--- config.mk ---
export PLATFORM = sky130hd
export DESIGN_NAME = adder8_seq_ctrl
export DESIGN_NICKNAME = d
export VERILOG_FILES = /design/src/rtl/adder8_seq_ctrl.sv
export SDC_FILE = /design/constraint.sdc
export NUM_CORES = 1
export LEC_CHECK = 0
export ABC_AREA = 1
export BUFFER_PORTS_ARGS = -buffer_cell sky130_fd_sc_hd__buf_2
export CAP_MARGIN = 20
export CORE_MARGIN = 5
export CORE_UTILIZATION = 50
export DETAILED_ROUTE_END_ITERATION = 8
export GPL_TIMING_DRIVEN = 0
export PLACE_DENSITY = 0.81
export SETUP_SLACK_MARGIN = 0.4
export SYNTH_ARGS = -nofsm -noshare
export SYNTH_HDL_FRONTEND = slang
export SYNTH_SLANG_ARGS = --single-unit
export TNS_END_PERCENT = 1
--- constraint.sdc ---
create_clock -name clk -period 3.8 [get_ports clk]
set_input_delay 0.19 -clock clk [delete_from_list [all_inputs] [get_ports clk]]
set_output_delay 0.19 -clock clk [all_outputs]
set_load 0.005 [all_outputs]
--- src/rtl/adder8_seq_ctrl.sv ---
// rtl/adder8_seq_ctrl.sv - multi-byte add sequencer driving one shared external 8-bit adder (optional macro ADDER_SUB_EN)
module adder8_seq_ctrl #(
    parameter int NBYTES = 4
) (
    input  logic                  clk,
    input  logic                  rst_n,
    input  logic                  start_valid,
    output logic                  start_ready,
    input  logic [8*NBYTES-1:0]   op_a,
    input  logic [8*NBYTES-1:0]   op_b,
    input  logic                  op_cin,
`ifdef ADDER_SUB_EN
    input  logic                  op_sub,
`endif
    output logic                  res_valid,
    input  logic                  res_ready,
    output logic [8*NBYTES-1:0]   res_sum,
    output logic                  res_carry,
    output logic                  busy,
    output logic [7:0]            add_a,
    output logic [7:0]            add_b,
    output logic                  add_c,
    input  logic [7:0]            add_sum,
    input  logic                  add_carry
);

    localparam int IDXW = $clog2(NBYTES);
    localparam logic [IDXW-1:0] LAST_IDX = IDXW'(NBYTES - 1);

    typedef enum logic [1:0] {
        IDLE = 2'd0,
        RUN  = 2'd1,
        DONE = 2'd2
    } state_t;

    state_t                   state;
    state_t                   state_next;
    logic [IDXW-1:0]          idx;
    logic                     carry_q;
    logic                     res_carry_q;
    logic [NBYTES-1:0][7:0]   a_q;
    logic [NBYTES-1:0][7:0]   b_q;
    logic [NBYTES-1:0][7:0]   sum_q;
    logic [8*NBYTES-1:0]      b_eff;
    logic                     cin_eff;

    // Subtraction is folded in at acceptance: B is stored inverted and the carry seeded with 1.
    always_comb begin
`ifdef ADDER_SUB_EN
        b_eff   = op_sub ? ~op_b : op_b;
        cin_eff = op_sub ? 1'b1 : op_cin;
`else
        b_eff   = op_b;
        cin_eff = op_cin;
`endif
    end

    // Next-state logic and handshake/adder outputs.
    always_comb begin
        state_next  = state;
        start_ready = 1'b0;
        res_valid   = 1'b0;
        add_a       = 8'd0;
        add_b       = 8'd0;
        add_c       = 1'b0;
        case (state)
            IDLE: begin
                start_ready = 1'b1;
                if (start_valid) begin
                    state_next = RUN;
                end
            end
            RUN: begin
                add_a = a_q[idx];
                add_b = b_q[idx];
                add_c = carry_q;
                if (idx == LAST_IDX) begin
                    state_next = DONE;
                end
            end
            DONE: begin
                res_valid = 1'b1;
                if (res_ready) begin
                    state_next = IDLE;
                end
            end
            default: begin
                state_next = IDLE;
            end
        endcase
    end

    // State, operand latch, byte index and carry chain registers.
    always_ff @(posedge clk or negedge rst_n) begin
        if (!rst_n) begin
            state       <= IDLE;
            idx         <= '0;
            carry_q     <= 1'b0;
            res_carry_q <= 1'b0;
            a_q         <= '0;
            b_q         <= '0;
            sum_q       <= '0;
        end else begin
            state <= state_next;
            case (state)
                IDLE: begin
                    if (start_valid) begin
                        a_q     <= op_a;
                        b_q     <= b_eff;
                        carry_q <= cin_eff;
                        idx     <= '0;
                    end
                end
                RUN: begin
                    sum_q[idx] <= add_sum;
                    carry_q    <= add_carry;
                    if (idx == LAST_IDX) begin
                        res_carry_q <= add_carry;
                    end else begin
                        idx <= idx + 1'b1;
                    end
                end
                default: begin
                end
            endcase
        end
    end

    assign res_sum   = sum_q;
    assign res_carry = res_carry_q;
    assign busy      = (state != IDLE);

endmodule

* After elaboration in Yosys (flattened, before gate mapping) *
Cells that the tools add are included.

word-level totals
  register bits = 102
  input port bits = 78
  output and inout bits = 53
  logic and storage cells = 56

operators by class
  $add $sub $neg = 1
  $lt $le $gt $ge = 2
  equal/unequal tests = 7
  mux-type cells = 21
  reduce and logical (&&, ||, !) cells = 9

operators by type and width
  operator                                                    count
  two-way mux 8 bit                                           5
  binary-select mux 8 bit (select 2 bit)                      2
  bitwise mux 32 bit                                          1
  demux 8 bit (select 2 bit)                                  1
  two-way mux 2 bit                                           5
  inequality test 2 bit, second input constant                4
  case mux 2 bit (3 select lines)                             1
  AND reduction 2 bit                                         3
  AND reduction 3 bit                                         2
  == test 2 bit, second input constant                        2
  two-way mux 1 bit                                           4
  case mux 2 bit (2 select lines)                             1
  nonzero test 2 bit                                          2
  less-than comparator 2 x 3 -> 1 bit, second input constant  1
  adder 2 x 1 -> 2 bit, second input constant                 1
  == test 2 x 1 -> 1 bit, second input constant               1
  >= comparator 2 x 1 -> 1 bit, second input constant         1
  zero test 2 bit                                             1
  case mux 1 bit (2 select lines)                             1
  logical AND 1 bit                                           1

* Depth between registers and ports, before layout *
  depth in word-level cells = 5
  gate-level depth with buffers = 8
  gate-level depth less buffers = 6

* Worst setup path before layout *
Ideal clock, no wire load.

  path type = register to register
  start point = register idx[1]
  end point = register sum_q, in the netlist res_sum[13]
  library setup time = 0.120 ns
  data arrival time = 1.385 ns
  required time = 3.680 ns
  path slack = 2.295 ns
  stages on the path, launching flop included = 9
  path buffers = 3
  clock period less this slack = 1.505 ns
  path through = dfrtp_1 buf_2 clkinv_1 buf_2 ha_1 nand2_4 buf_6 nand2_1 o21ai_2

between the ends
  word-level cells in the longest chain between the ends = 5
  elaborated cells on any way between the ends = 6
  classes of those cells = 2 x order compare; 3 x mux; 1 x reduce/logical

RTL lines
  what                                                                                                              RTL line  text
  from (decl)                                                                                                       38        logic [IDXW-1:0] idx;
  from (signal assigned)                                                                                            120       idx <= idx + 1'b1;
  less-than comparator 2 x 3 -> 1 bit (not written as such) / >= comparator 2 x 1 -> 1 bit (equally long branches)  115       sum_q[idx] <= add_sum;
  logical AND 1 bit (not written as such)                                                                           115
  two-way mux 8 bit (not written as such)                                                                           115
  demux 8 bit (select 2 bit) *                                                                                      115
  bitwise mux 32 bit *                                                                                              115
  to (signal, indexed assignment)                                                                                   115
  to (decl)                                                                                                         43        logic [NBYTES-1:0][7:0] sum_q;

Mark *: on every way between the ends. The rest lies on a longest branch, timed or not.
A chain may end at the register's enable or synchronous reset.

* Final worst setup path *
  start point = register idx[1]
  end point = output port add_a[1]

between the ends
  word-level cells in the longest chain between the ends = 3

RTL lines
  what                                     RTL line  text
  binary-select mux 8 bit (select 2 bit)   74        add_a = a_q[idx];
  two-way mux 8 bit (not written as such)  74
  two-way mux 8 bit                        66        case (state)
  to (decl)                                20        output logic [7:0] add_a,

Every way passes these cells. The select of a mux whose other input is x is not followed.

==> flow_summary.yaml <==
worst_setup_path:
  cell_by_cell_listing_of_the_critical_path: "buf_2 -> clkbuf_1 -> nand3_1 -> a21oi_1 -> buf_2"
  cp_num_buf_inv: 3
  critPathMaxStageDelay_ns: 0.49
  worstSetupEndpointType: "output pin"
  critPathLaunchType: "flip-flop"
  critPathArrivalTime_ns: 1.96
  worst-setup-path-type: "reg2out"
  cp_max_fo: 10
  critPathTopFamily: "buffers and inverters"
  crit_path_frequent_cell: "sky130_fd_sc_hd__buf_2"
  required_ns: 3.61
  critical_path.slowest_cell: "sky130_fd_sc_hd__clkbuf_1"
floorplan:
  floorplan.die_area_um2: 11400
  io_pins: 131
  placementRows: 35
  floorplan.initialDensity_pct: 50.9
  chipHeight_um: 107
  core-area_um2: 9150
  die_x_um: 107
cells_and_area:
  diode_count: 0
  postLayoutCellArea_um2: 5710
  layout.cells.most_common: "sky130_fd_sc_hd__buf_2"
  final_core_util_pct: 62.4
  n_fill_cell: 785
  synthToLayoutAreaGrowth_pct: 22.6
  post_route_cells_drive_above_1_share_pct: 28.2
  finish.net_count: 771
  instances_no_fill: 805
  layout_common_cells: "142 x sky130_fd_sc_hd__buf_2, 105 x sky130_fd_sc_hd__nand2_1, 102 x sky130_fd_sc_hd__dfrtp_1, 80 x sky130_fd_sc_hd__a21oi_1, 78 x sky130_fd_sc_hd__inv_1"
synthesis:
  synthDistinctLibCells: 21
  netlist_instances: 546
  seq_area_frac_synth_pct: 54.8
  yosys_warnings: 0
  synth_seq_cells: 102
  synth_fp_nets: 628
  syn_area_um2: 4660
  syn-mean-instance-area_um2: 8.54
drt:
  routed_wirelength_um: 12300
  drc_errors_left: 0
  detailedRoute.firstPassIterationCount: 5
  ant_nets: 0
  avgViaCountPerCell: 5.18
  via_count: 4170
  drt_iter0_drcs: 262
  avgRoutedWirePerCell_um: 15.3
sta:
  layout_worst_path_cycle_share_pct: 56.6
  worstMarginPinSlew_ns: 0.581
  final.setup.worst_slack_ns: 1.65
  rsz_0062_raised_after_global_routing: "no"
  clock.fmax_mhz: 465
  setup_total_negative_slack_ns: 0
  post-route-min-period_ns: 2.15
  timing.slew.headroom_pct: 61.3
  skew_ns: 0.0114
  final_hold_viol_count: 0
  report.final.slew_viol_count: 0
  setup_violation_total_in_the_final_timing_report: 0
power_and_ir_drop:
  power_report.internal_total_mw: 2.91
  p_sw_mw: 2.03
  comb_power_share_pct: 47.9
  power.clock.fraction_pct: 15.4
  power-per-cell-area_nw_per_um2: 865
  power_switching_share_pct: 41.1
  power.leakage_nw: 3.16
  seqPwrFrac_pct: 36.7
  worst_ir_drop_vdd_mv: 0.433
grt:
  grt_first_pass_wirelength_um: 19900
  gr-total-overflow: 0
  first_global_vias: 4238
  grt_util_all_layers_pct: 22.0
  antenna_found_initial: 0
  grt_start_max_net_pins: 71
clock_tree:
  cts.root.buffer_cell: "sky130_fd_sc_hd__clkbuf_8"
  ctsLongestPathBuffers: 2
  cts.reportedPaths.clkPinSlew_ns: 0.09
  post_cts_resize_count: 0
  ctsHtreeMaxLevel: 3
  cts_buffers: 9
  cts_tree: "done"
  post-cts-setup-buffers: 0
  worst_skew_pair.late_latency_ns: 0.36
  cts_sinks: 102
placement:
  dp_slack_ns: 1.93
  dpl.hpwl_um: 9020
  gpl_wtd_cong: 0.824
  placedInstanceArea_um2: 5480
  placed_cells: 788
  portBuffers: 130
status:
  run_status: "complete, no violations"
hold_path:
  min-delay-path-class: "in2reg"
run:
  timing.max_cap.violations: 0
-- through the flow --
stage / hold WS [ns] / power (mW)
floorplan: -0.106 / 3.32
global placement: 0.380 / 4.07
detailed placement: 0.162 / 4.18
CTS: 0.0384 / 4.95
global route: 0.0333 / 5.33
finish: 0.0447 / 4.94
-- metal layers --
layer | wire length, µm | share of wire [%] | global-route usage (%) | up-vias
met2 | 5930 | 48 | 37.1 | 180
met4 | 184 | 1.5 | 7.03 | 0
met1 | 5240 | 43 | 29.2 | 1988
met5 | 0 | 0 | 0 | -
met3 | 941 | 7.7 | 3.70 | 17
li1 | - | - | - | 1985
-- layout make-up --
cell class	instances	area [µm²]	area share, %
flip-flops and latches	102	2550	44.7
multi-input cells	334	1590	27.8
repair buffers	132	691	12.1
well taps	111	139	2.43
clock inverters	5	81.3	1.42
plain buffers	30	219	3.83
inverters	80	300	5.26
clock buffers	11	141	2.47
-- flip-flops by register name (all words and copies together), names as in the netlist --
name       flops
res_carry      1
a_q           32
state          2
idx            2
carry_q        1
res_sum       32
b_q           32
-- cell usage after synthesis --
library cell	number	area [µm²]
sky130_fd_sc_hd__nand2_2	1	6.26
sky130_fd_sc_hd__nand2_1	105	394
sky130_fd_sc_hd__nand3_1	35	175
sky130_fd_sc_hd__nand4_1	1	6.26
sky130_fd_sc_hd__o31ai_1	1	7.51
sky130_fd_sc_hd__o21ai_1	17	85.1
sky130_fd_sc_hd__inv_2	1	3.75
sky130_fd_sc_hd__clkinv_1	1	3.75
sky130_fd_sc_hd__inv_1	78	293
sky130_fd_sc_hd__o21ai_0	1	5.00
sky130_fd_sc_hd__buf_6	12	135
sky130_fd_sc_hd__nor2_4	1	11.3
sky130_fd_sc_hd__ha_1	4	50.1
sky130_fd_sc_hd__a21oi_1	80	400
sky130_fd_sc_hd__buf_2	13	65.1
sky130_fd_sc_hd__dfrtp_1	102	2550
sky130_fd_sc_hd__o21ai_2	17	149
sky130_fd_sc_hd__nor2_1	66	248
sky130_fd_sc_hd__nor2_2	1	6.26
sky130_fd_sc_hd__clkbuf_1	5	18.8
sky130_fd_sc_hd__nand2_4	4	45.0
-- path summary, 6_finish.rpt --
path	slack [ns]	startpoint	to	cells past startpoint
max reg2reg	1.90	idx[1]	res_sum[6]	8
max in group asynchronous	2.79	rst_n	state[0]	3
min reg2reg	0.49	res_sum[19]	res_sum[19]	2
max	1.65	idx[1]	add_a[1]	5
min in group asynchronous	0.32	rst_n	res_sum[5]	2
min	0.04	res_ready	state[1]	2
-- cells by family (layout without fill, tap and decap cells) --
logic type                 count (synthesis)  in the layout  synth area share (%)
and+or+nand+nor                          214            214                  19.1
AOI/OAI and AO/OA                        116            116                  13.9
buffers and inverters                    110            258                  11.1
DFF                                      102            102                  54.8
adders and majority gates                  4              4                  1.07
-- worst register-to-register path, cell delays in order (launching register included) --
cell	delay, ns
sky130_fd_sc_hd__dfrtp_1	0.38
sky130_fd_sc_hd__buf_2	0.24
sky130_fd_sc_hd__clkinv_1	0.26
sky130_fd_sc_hd__buf_2	0.29
sky130_fd_sc_hd__ha_1	0.24
sky130_fd_sc_hd__nand2_4	0.13
sky130_fd_sc_hd__buf_6	0.17
sky130_fd_sc_hd__nand2_1	0.06
sky130_fd_sc_hd__o21ai_1	0.07
-- power groups by stage --
| stage | Combinational [mW] | Sequential, mW | Clock (mW) |
|---|---|---|---|
| floorplan | 1.51 | 1.81 | 0 |
| global placement | 2.26 | 1.80 | 0 |
| detailed placement | 2.35 | 1.83 | 0 |
| CTS | 2.37 | 1.81 | 0.772 |
| global route | 2.64 | 1.87 | 0.813 |
| finish | 2.37 | 1.81 | 0.761 |
-- repair_timing --
item,4_1_cts,5_1_grt
endpoints found under the setup margin,0,0
hold buffers,1,0
hold endpoints to repair,32,0
Note: power is estimated with default switching activity, not from simulation.
